### config.mk
export PLATFORM = sky130hd
export DESIGN_NAME = sign_extender_12to16
export DESIGN_NICKNAME = d
export VERILOG_FILES = /design/src/rtl/sign_extender_12to16_pkg.sv /design/src/rtl/sign_extender_12to16_sext_core.sv /design/src/rtl/sign_extender_12to16.sv
export SDC_FILE = /design/constraint.sdc
export NUM_CORES = 1
export LEC_CHECK = 0
export ABC_AREA = 0
export CORE_UTILIZATION = 35
export CTS_CLUSTER_DIAMETER = 80
export DETAILED_ROUTE_END_ITERATION = 8
export PLACE_DENSITY = 0.75
export RECOVER_POWER = 50
export SLEW_MARGIN = 20
export SYNTH_ARGS = -nofsm -noshare
export SYNTH_HDL_FRONTEND = slang
export SYNTH_SLANG_ARGS = --single-unit
### constraint.sdc
create_clock -name clk -period 0.8 [get_ports clk]
set_input_delay 0.16 -clock clk [delete_from_list [all_inputs] [get_ports clk]]
set_output_delay 0.16 -clock clk [all_outputs]
set_load 0.01 [all_outputs]
### src/rtl/sign_extender_12to16_pkg.sv
// Shared constants and mode encodings for the 12-to-16 bit immediate widener.
package sign_extender_12to16_pkg;

  localparam int IN_W  = 12;
  localparam int OUT_W = 16;

  typedef enum logic [1:0] {
    MODE_SEXT     = 2'b00,
    MODE_ZEXT     = 2'b01,
    MODE_SEXT_SL1 = 2'b10,
    MODE_UPPER    = 2'b11
  } mode_e;

  // Replicates the sign bit of an immediate into an n-bit fill pattern
  // (returned right-aligned in a 4-bit field).
  function automatic logic [3:0] sign_fill(input logic sign);
    return sign ? 4'b1111 : 4'b0000;
  endfunction

endpackage

### src/rtl/sign_extender_12to16_sext_core.sv
// Combinational mode mux that widens a 12-bit immediate to 16 bits.
// Only in_i[11] drives the fill in the sign-extending modes.
module sext_core
  import sign_extender_12to16_pkg::*;
(
  input  logic [IN_W-1:0]  in_i,
  input  logic [1:0]       mode_i,
  output logic [OUT_W-1:0] out_o
);

  logic [3:0] fill_s;

  assign fill_s = sign_fill(in_i[IN_W-1]);

  // Select the widened value for the requested extension mode.
  always_comb begin
    out_o = {fill_s, in_i};
    case (mode_e'(mode_i))
      MODE_SEXT:     out_o = {fill_s, in_i};
      MODE_ZEXT:     out_o = {4'b0000, in_i};
      MODE_SEXT_SL1: out_o = {fill_s[2:0], in_i, 1'b0};
      MODE_UPPER:    out_o = {in_i, 4'b0000};
      default:       out_o = {fill_s, in_i};
    endcase
  end

endmodule

### src/rtl/sign_extender_12to16.sv
// Immediate widener: combinational result for the ALU operand mux plus a
// valid-qualified registered copy for pipelined consumers.
module sign_extender_12to16
  import sign_extender_12to16_pkg::*;
#(
  parameter int IN_W  = 12,
  parameter int OUT_W = 16
) (
  input  logic             clk,
  input  logic             rst_n,
  input  logic [IN_W-1:0]  in,
  input  logic [1:0]       mode,
  input  logic             in_valid,
  output logic [OUT_W-1:0] out,
  output logic [OUT_W-1:0] out_q,
  output logic             out_valid
);

  logic [OUT_W-1:0] ext_s;
  logic [OUT_W-1:0] out_q_d;
  logic [OUT_W-1:0] out_q_q;
  logic             out_valid_q;

  sext_core u_sext_core (
    .in_i   (in),
    .mode_i (mode),
    .out_o  (ext_s)
  );

  assign out = ext_s;

  // Capture the widened value only on qualified transfers; otherwise hold.
  always_comb begin
    if (in_valid) begin
      out_q_d = ext_s;
    end else begin
      out_q_d = out_q_q;
    end
  end

  // Register stage; reset wins over any transfer presented in the same cycle.
  always_ff @(posedge clk) begin
    if (!rst_n) begin
      out_q_q     <= 16'h0000;
      out_valid_q <= 1'b0;
    end else begin
      out_q_q     <= out_q_d;
      out_valid_q <= in_valid;
    end
  end

  assign out_q     = out_q_q;
  assign out_valid = out_valid_q;

endmodule

==> reports/results.ini, run 1 <==
[job]
cap_violations=0

[placed_design]
dp_cells=200
hpwl_um=2208
routabilityCongestion=0.8539
dpl_cell_area_um2=1632
port_buffers=49

[sta]
finalCritPeriodShare_pct=134.6
finClkSkew_ps=0
max-slew-margin-rel_pct=81.35
slew_violations=0
rsz0062_at_grt=true
fmax_ghz=0.9289
setup_viol=35
worst_slew_pin_slew_ps=279.8
finalCriticalPeriod_ps=1077
worst_slack_ps=-276.6
hold_viol=0

[layout]
design_area_um2=2008
final_common_cell=buf_6
nFillCells=155
utilization_pct=79.61
nets=203
fin_cells=215
layout_common_cells=30 x buf_6, 17 x dfxtp_2, 17 x buf_4
antennaDiodeCount=0
syn_to_final_growth_pct=110.1
drive_gt1_share_pct=69.73

[worst_hold_path]
hold_path_class=in -> reg

[worst_setup_path]
start_kind=input pin
path_max_fanout=8
crit_path_end_kind=output port
path_class=in -> out
r2r_end=out_q[15]$_SDFFE_PN0P_
required_ps=640
startpoint=mode[0]
worstReg2RegStart=out_q[15]$_SDFFE_PN0P_
r2r_cells=2
worstSetupEndpoint=out[7]
r2r_slack_ps=-20
cp.arrival_ps=920

[logic_synthesis]
synth_nets=132
synth_cells=115
syn_area_um2=955.9
syn_area_per_cell_um2=8.312
seq_area_frac_synth_pct=35.60
ys_warn_count=0
ys_ff_latch=17
yosysUniqueCellTypes=20

[outcome]
status=finished, violations left
violations=setup timing

[die]
die_h_um=54.26
fp.dieW_um=54.26
core.rowCount=18
coreArea_um2=2522
ioPinCount=50
dieArea_um2=2944
start_util_pct=37.90

[clocking]
cts_buffer_depth=2
cts.sinks=17
cts_hold_buffers=0
clock_latency_ps=300
cts_tree=built
clk_pin_slew_worst_paths_ps=110
root_buffer=clkbuf_4
cts_buffers=3
cts_max_level=1

[drt]
drt-initial-drc-count=14
drc=0
routedWlPerCell_um=18.20
viasPerCell=5.512
ant_nets=0
drt-total-wl_um=3912
dr.pass1.iters=4
vias=1185

[power]
p_leak_nw=0.8331
p_sw_share_pct=31.83
powerDensity_nw_per_um2=1223
pwr-share-comb_pct=41.3
peakVddDrop_mv=1.089
p_clk_share_pct=19.6
pwr-share-seq_pct=39.0
power.switching_mw=0.7816
cellInternalPower_mw=1.674

[grt]
grt_max_degree=15
grt_pass1_vias=1203
grt.overflow.total=0
grt_antenna_before_repair=0
grt_pass1_wl_um=5775
track_usage_pct=27.94

-- critical path, cell delays in order --
cell and delay (ps):
buf_8 110, buf_16 140, mux2i_4 190, a21oi_2 160
buf_2 150
-- per-layer routing --
layer	routed length (µm)	track usage, %	part of all wire, %	up-vias
met3	166	4.167	4.2	15
met5	0	0	0	-
met1	1593	32.32	41	559
met4	138	12.39	3.5	0
li1	-	-	-	558
met2	2013	50.20	51	53
-- power groups by stage --
stage | combinational, mW | clock, mW | sequential [mW]
detailed placement | 0.803 | 0 | 0.952
floorplan | 0.334 | 0 | 0.978
CTS | 0.948 | 0.474 | 0.956
finish | 1.01 | 0.482 | 0.959
global placement | 0.791 | 0 | 0.950
global route | 1.07 | 0.524 | 0.965
-- how the worst min path moves through the flow --
stage                                 from                      to  depth (start not counted)
detailed placement   out_q[5]$_SDFFE_PN0P_   out_q[5]$_SDFFE_PN0P_                          2
finish                            in_valid    out_valid$_SDFF_PN0_                          2
floorplan                         in_valid    out_valid$_SDFF_PN0_                          1
global route                      in_valid    out_valid$_SDFF_PN0_                          2
CTS                                  in[0]   out_q[0]$_SDFFE_PN0P_                          3
global placement    out_q[11]$_SDFFE_PN0P_  out_q[11]$_SDFFE_PN0P_                          2
-- stage by stage --
step	power [mW]	hold slack (ps)	setup TNS, ps	worst slack, ps
after floorplan	1.312	304.8	-562.7	-79.74
after global placement	1.740	479.9	-28840	-1040
after detailed placement	1.755	483.8	-29680	-1064
after CTS	2.377	289.8	-4601	-264.4
after global routing	2.559	205.4	-5988	-294.2
final	2.456	204.7	-5089	-276.6
-- cell families after synthesis --
kind of cell / synth area share, %
AO/OA/AOI/OAI: 20.42
buffers and inverters: 7.460
flip-flops: 35.60
multiplexers: 8.377
AND/OR/NAND/NOR: 28.14
-- cell type report --
type | instances | area, µm² | share of cell area, %
repair buffers | 77 | 809.5 | 40.31
multi-input cells | 87 | 773.2 | 38.50
flip-flops and latches | 17 | 361.6 | 18.01
well taps | 30 | 37.54 | 1.869
clock buffers | 4 | 26.28 | 1.308
-- sequential cells by signal (all words and copies together) (netlist names) --
name,flops
out_valid,1
out_q,16
-- cell usage after synthesis (all sizes together) --
| master | instances | share of area [%] |
|---|---|---|
| dfxtp | 17 | 36 |
| nand2 | 14 | 5.5 |
| nand3b | 12 | 9.4 |
| buf | 10 | 7.1 |
| a21oi | 8 | 4.2 |
| mux2i | 8 | 8.4 |
| nor2 | 8 | 3.1 |
| o221ai | 8 | 7.3 |
| nand2b | 7 | 5.4 |
| a31oi | 6 | 3.9 |
| o21ai | 6 | 3.1 |
| nand3 | 4 | 2.1 |
| and2 | 2 | 1.3 |
| nor2b | 2 | 1.3 |
| a21boi | 1 | 0.79 |
| a32o | 1 | 1.0 |
| clkbuf | 1 | 0.39 |
-- what timing repair did --
item,CTS,global route
setup buffers,4,5
cloned,3,0
gates resized for setup,252,14
pin swaps,7,3
setup endpoints to repair,49,49
Note: power is estimated with default switching activity, not from simulation.
==> run 2: changes to the inputs <==
CORE_UTILIZATION = 39   (was 35)
PLACE_DENSITY = 0.79   (was 0.75)
clock period = 1 ns   (was 0.8 ns; I/O delays follow)
==> run 2 against run 1 <==
Against the previous run:
- the flow still finishes with violations (setup timing)
- non-clock buffer count rose by 11
- clock power fell by 19%
- hold slack improved by 68 ps
- power fell by 24%
- wire length rose by 7.9%
- worst setup slack improved by 15 ps
- sequential share of layout area rose by 1.9 points
- critical path depth rose by 1
- first-iteration DRC count rose to 4.1 times the previous value
- flip-flop and latch count did not move
- clock skew did not move
==> reports/results.ini, run 2 (synthesis results as in run 1) <==
[sta]
worst_slack_ps=-261.2  ; was -276.6 ps
worst_slew_pin_slew_ps=342.0  ; was 279.8 ps
max-slew-margin-rel_pct=76.96  ; was 81.35%
tns_ps=-2881  ; was -5089 ps
finalCritPeriodShare_pct=126.1
finalCriticalPeriod_ps=1261
rsz0062_at_grt=true  ; unchanged
setup_viol=19  ; was 35
fmax_ghz=0.7929
hold_viol=0  ; unchanged
slew_violations=0  ; unchanged
hold-worst-slack_ps=272.7  ; was 204.7 ps
finClkSkew_ps=0  ; unchanged

[worst_setup_path]
required_ps=800  ; was 640 ps
path_cells=buf_8 -> buf_12 -> buf_6 -> mux2i_2 -> a21oi_1 -> buf_2  ; was buf_8 -> buf_16 -> mux2i_4 -> a21oi_2 -> buf_2
start_kind=input pin  ; unchanged
cp.arrival_ps=1060  ; was 920 ps
cp_slowest_cell=a21oi_1  ; was mux2i_4
crit_buf_inv=4  ; was 3
path_max_fanout=6  ; was 8
crit_path_end_kind=output port  ; unchanged
slowest_delay_ps=190  ; about the same
path_class=in -> out  ; unchanged
path_delay_family=buffers and inverters  ; unchanged

[placed_design]
port_buffers=49  ; unchanged
hpwl_um=2258  ; was 2208 µm
dp_cells=201  ; was 200
dpl_cell_area_um2=1584  ; was 1632 µm²
pre_cts_ws_ps=-919.4  ; was -1064 ps
routabilityCongestion=0.8946  ; was 0.8539

[grt]
grt_pass1_vias=1253  ; was 1,203
grt.overflow.total=0  ; unchanged
track_usage_pct=29.46  ; was 27.94%
grt_max_degree=15  ; unchanged
grt_pass1_wl_um=5837  ; was 5775 µm
grt_antenna_before_repair=0  ; unchanged

[drt]
ant_nets=0  ; unchanged
drt-initial-drc-count=58  ; was 14
drt-total-wl_um=4223  ; was 3912 µm
vias=1312  ; was 1,185
dr.pass1.iters=4  ; unchanged
routedWlPerCell_um=18.85  ; was 18.20 µm
viasPerCell=5.857  ; was 5.512
drc=0  ; unchanged

[layout]
drive_gt1_share_pct=61.22  ; was 69.73%
syn_to_final_growth_pct=89.53  ; was 110.1%
fin_cells=224  ; was 215
largest_reg_flops=16  ; unchanged
layout_common_cells=28 x buf_2, 26 x buf_4, 16 x dfxtp_2  ; was 30 x buf_6, 17 x dfxtp_2, 17 x buf_4
nFillCells=148  ; was 155
final_common_cell=buf_2  ; was buf_6
design_area_um2=1812  ; was 2008 µm²
nets=214  ; was 203
antennaDiodeCount=0  ; unchanged

[outcome]
violations=setup timing  ; unchanged
status=finished, violations left  ; unchanged

[worst_hold_path]
hold_path_class=in -> reg  ; unchanged

[power]
power.switching_mw=0.6224  ; was 0.7816 mW
pwr-share-comb_pct=38.9  ; was 41.3%
cellInternalPower_mw=1.254  ; was 1.674 mW
p_leak_nw=0.8311  ; was 0.8331 nW
pwr-share-seq_pct=40.4  ; was 39.0%
peakVddDrop_mv=1.108  ; was 1.089 mV
powerDensity_nw_per_um2=1036  ; was 1223 nW/µm²
p_clk_share_pct=20.8  ; was 19.6%
p_sw_share_pct=33.18  ; was 31.83%

[die]
dieArea_um2=2653  ; was 2944 µm²
coreArea_um2=2255  ; was 2522 µm²
start_util_pct=42.40  ; was 37.90%
die_h_um=51.51  ; was 54.26 µm
fp.dieW_um=51.51  ; was 54.26 µm
ioPinCount=50  ; unchanged
core.rowCount=17  ; was 18

[clocking]
cts_hold_buffers=0  ; unchanged
clk_pin_slew_worst_paths_ps=100  ; was 110 ps
cts.sinks=17  ; unchanged
cts_buffer_depth=2  ; unchanged
root_buffer=clkbuf_4  ; unchanged
cts_tree=built  ; unchanged
cts_buffers=3  ; unchanged
cts_max_level=1  ; unchanged
clock_latency_ps=300  ; about the same

[job]
cap_violations=0  ; unchanged

run 2: cell count changes in the layout (fill, tap and decap cells not counted), moves of 3 or more:
cell             previous run  this run
buf_4                      17        26
buf_2                       9        28
buf_6                      30        15
dlygate4sd2_1               0        10
nand3_1                     0         3
clkdlybuf4s15_2            10         0
nand2_1                     8        11
mux2i_4                     8         5
run 2: what timing repair did:
action / in CTS / in global routing
hold endpoints to repair: 0 / 0
gates cloned: 2 / 0
buffers inserted: 14 / 3
setup endpoints to repair: 48 / 19
pin swaps: 12 / 6
resized for setup: 198 / 28
run 2: per-layer routing:
metal | vias to the layer above | track usage, % | share of wire (%)
li1 | 577 | - | -
met1 | 631 | 34.85 | 39
met4 | 0 | 8.559 | 3.5
met5 | - | 0 | 0
met2 | 82 | 53.90 | 50
met3 | 22 | 4.971 | 7.4
run 2: path summary, 6_finish.rpt:
check | endpoint | slack (ps) | cells past startpoint | start
min reg2reg | out_q[5]$_SDFFE_PN0P_ | 500 | 2 | out_q[5]$_SDFFE_PN0P_
max reg2reg | out_q[3]$_SDFFE_PN0P_ | 220 | 2 | out_q[3]$_SDFFE_PN0P_
max | out[10] | -260 | 6 | mode[0]
min | out_q[10]$_SDFFE_PN0P_ | 270 | 3 | in[10]
run 2: area by class of cell:
cell class	instances	area, µm²	share of cell area, %
clock inverter	1	5.005	0.2762
multi-input combinational	87	698.2	38.54
tap	28	35.03	1.934
clock buffer	3	22.52	1.243
sequential	17	360.3	19.89
timing repair buffer	88	690.7	38.12
run 2: power by group through the flow:
stage | Sequential, mW | Clock [mW] | Combinational [mW]
global route | 0.762 | 0.433 | 0.764
floorplan | 0.782 | 0 | 0.231
global placement | 0.760 | 0 | 0.609
finish | 0.757 | 0.390 | 0.729
CTS | 0.753 | 0.385 | 0.628
detailed placement | 0.761 | 0 | 0.618
run 2: worst reg2reg max path, cell delays in order, from the launching register on:
cell	delay (ps)
dfxtp_2	330
o21ai_0	290
a31oi_4	50
run 2: stage by stage:
| stage | power (mW) | util, % |
|---|---|---|
| after CTS | 1.766 | 75.19 |
| after detailed placement | 1.380 | 70.26 |
| after floorplan | 1.014 | - |
| final | 1.876 | 80.36 |
| after global routing | 1.958 | 80.36 |
| after global placement | 1.369 | 70.26 |
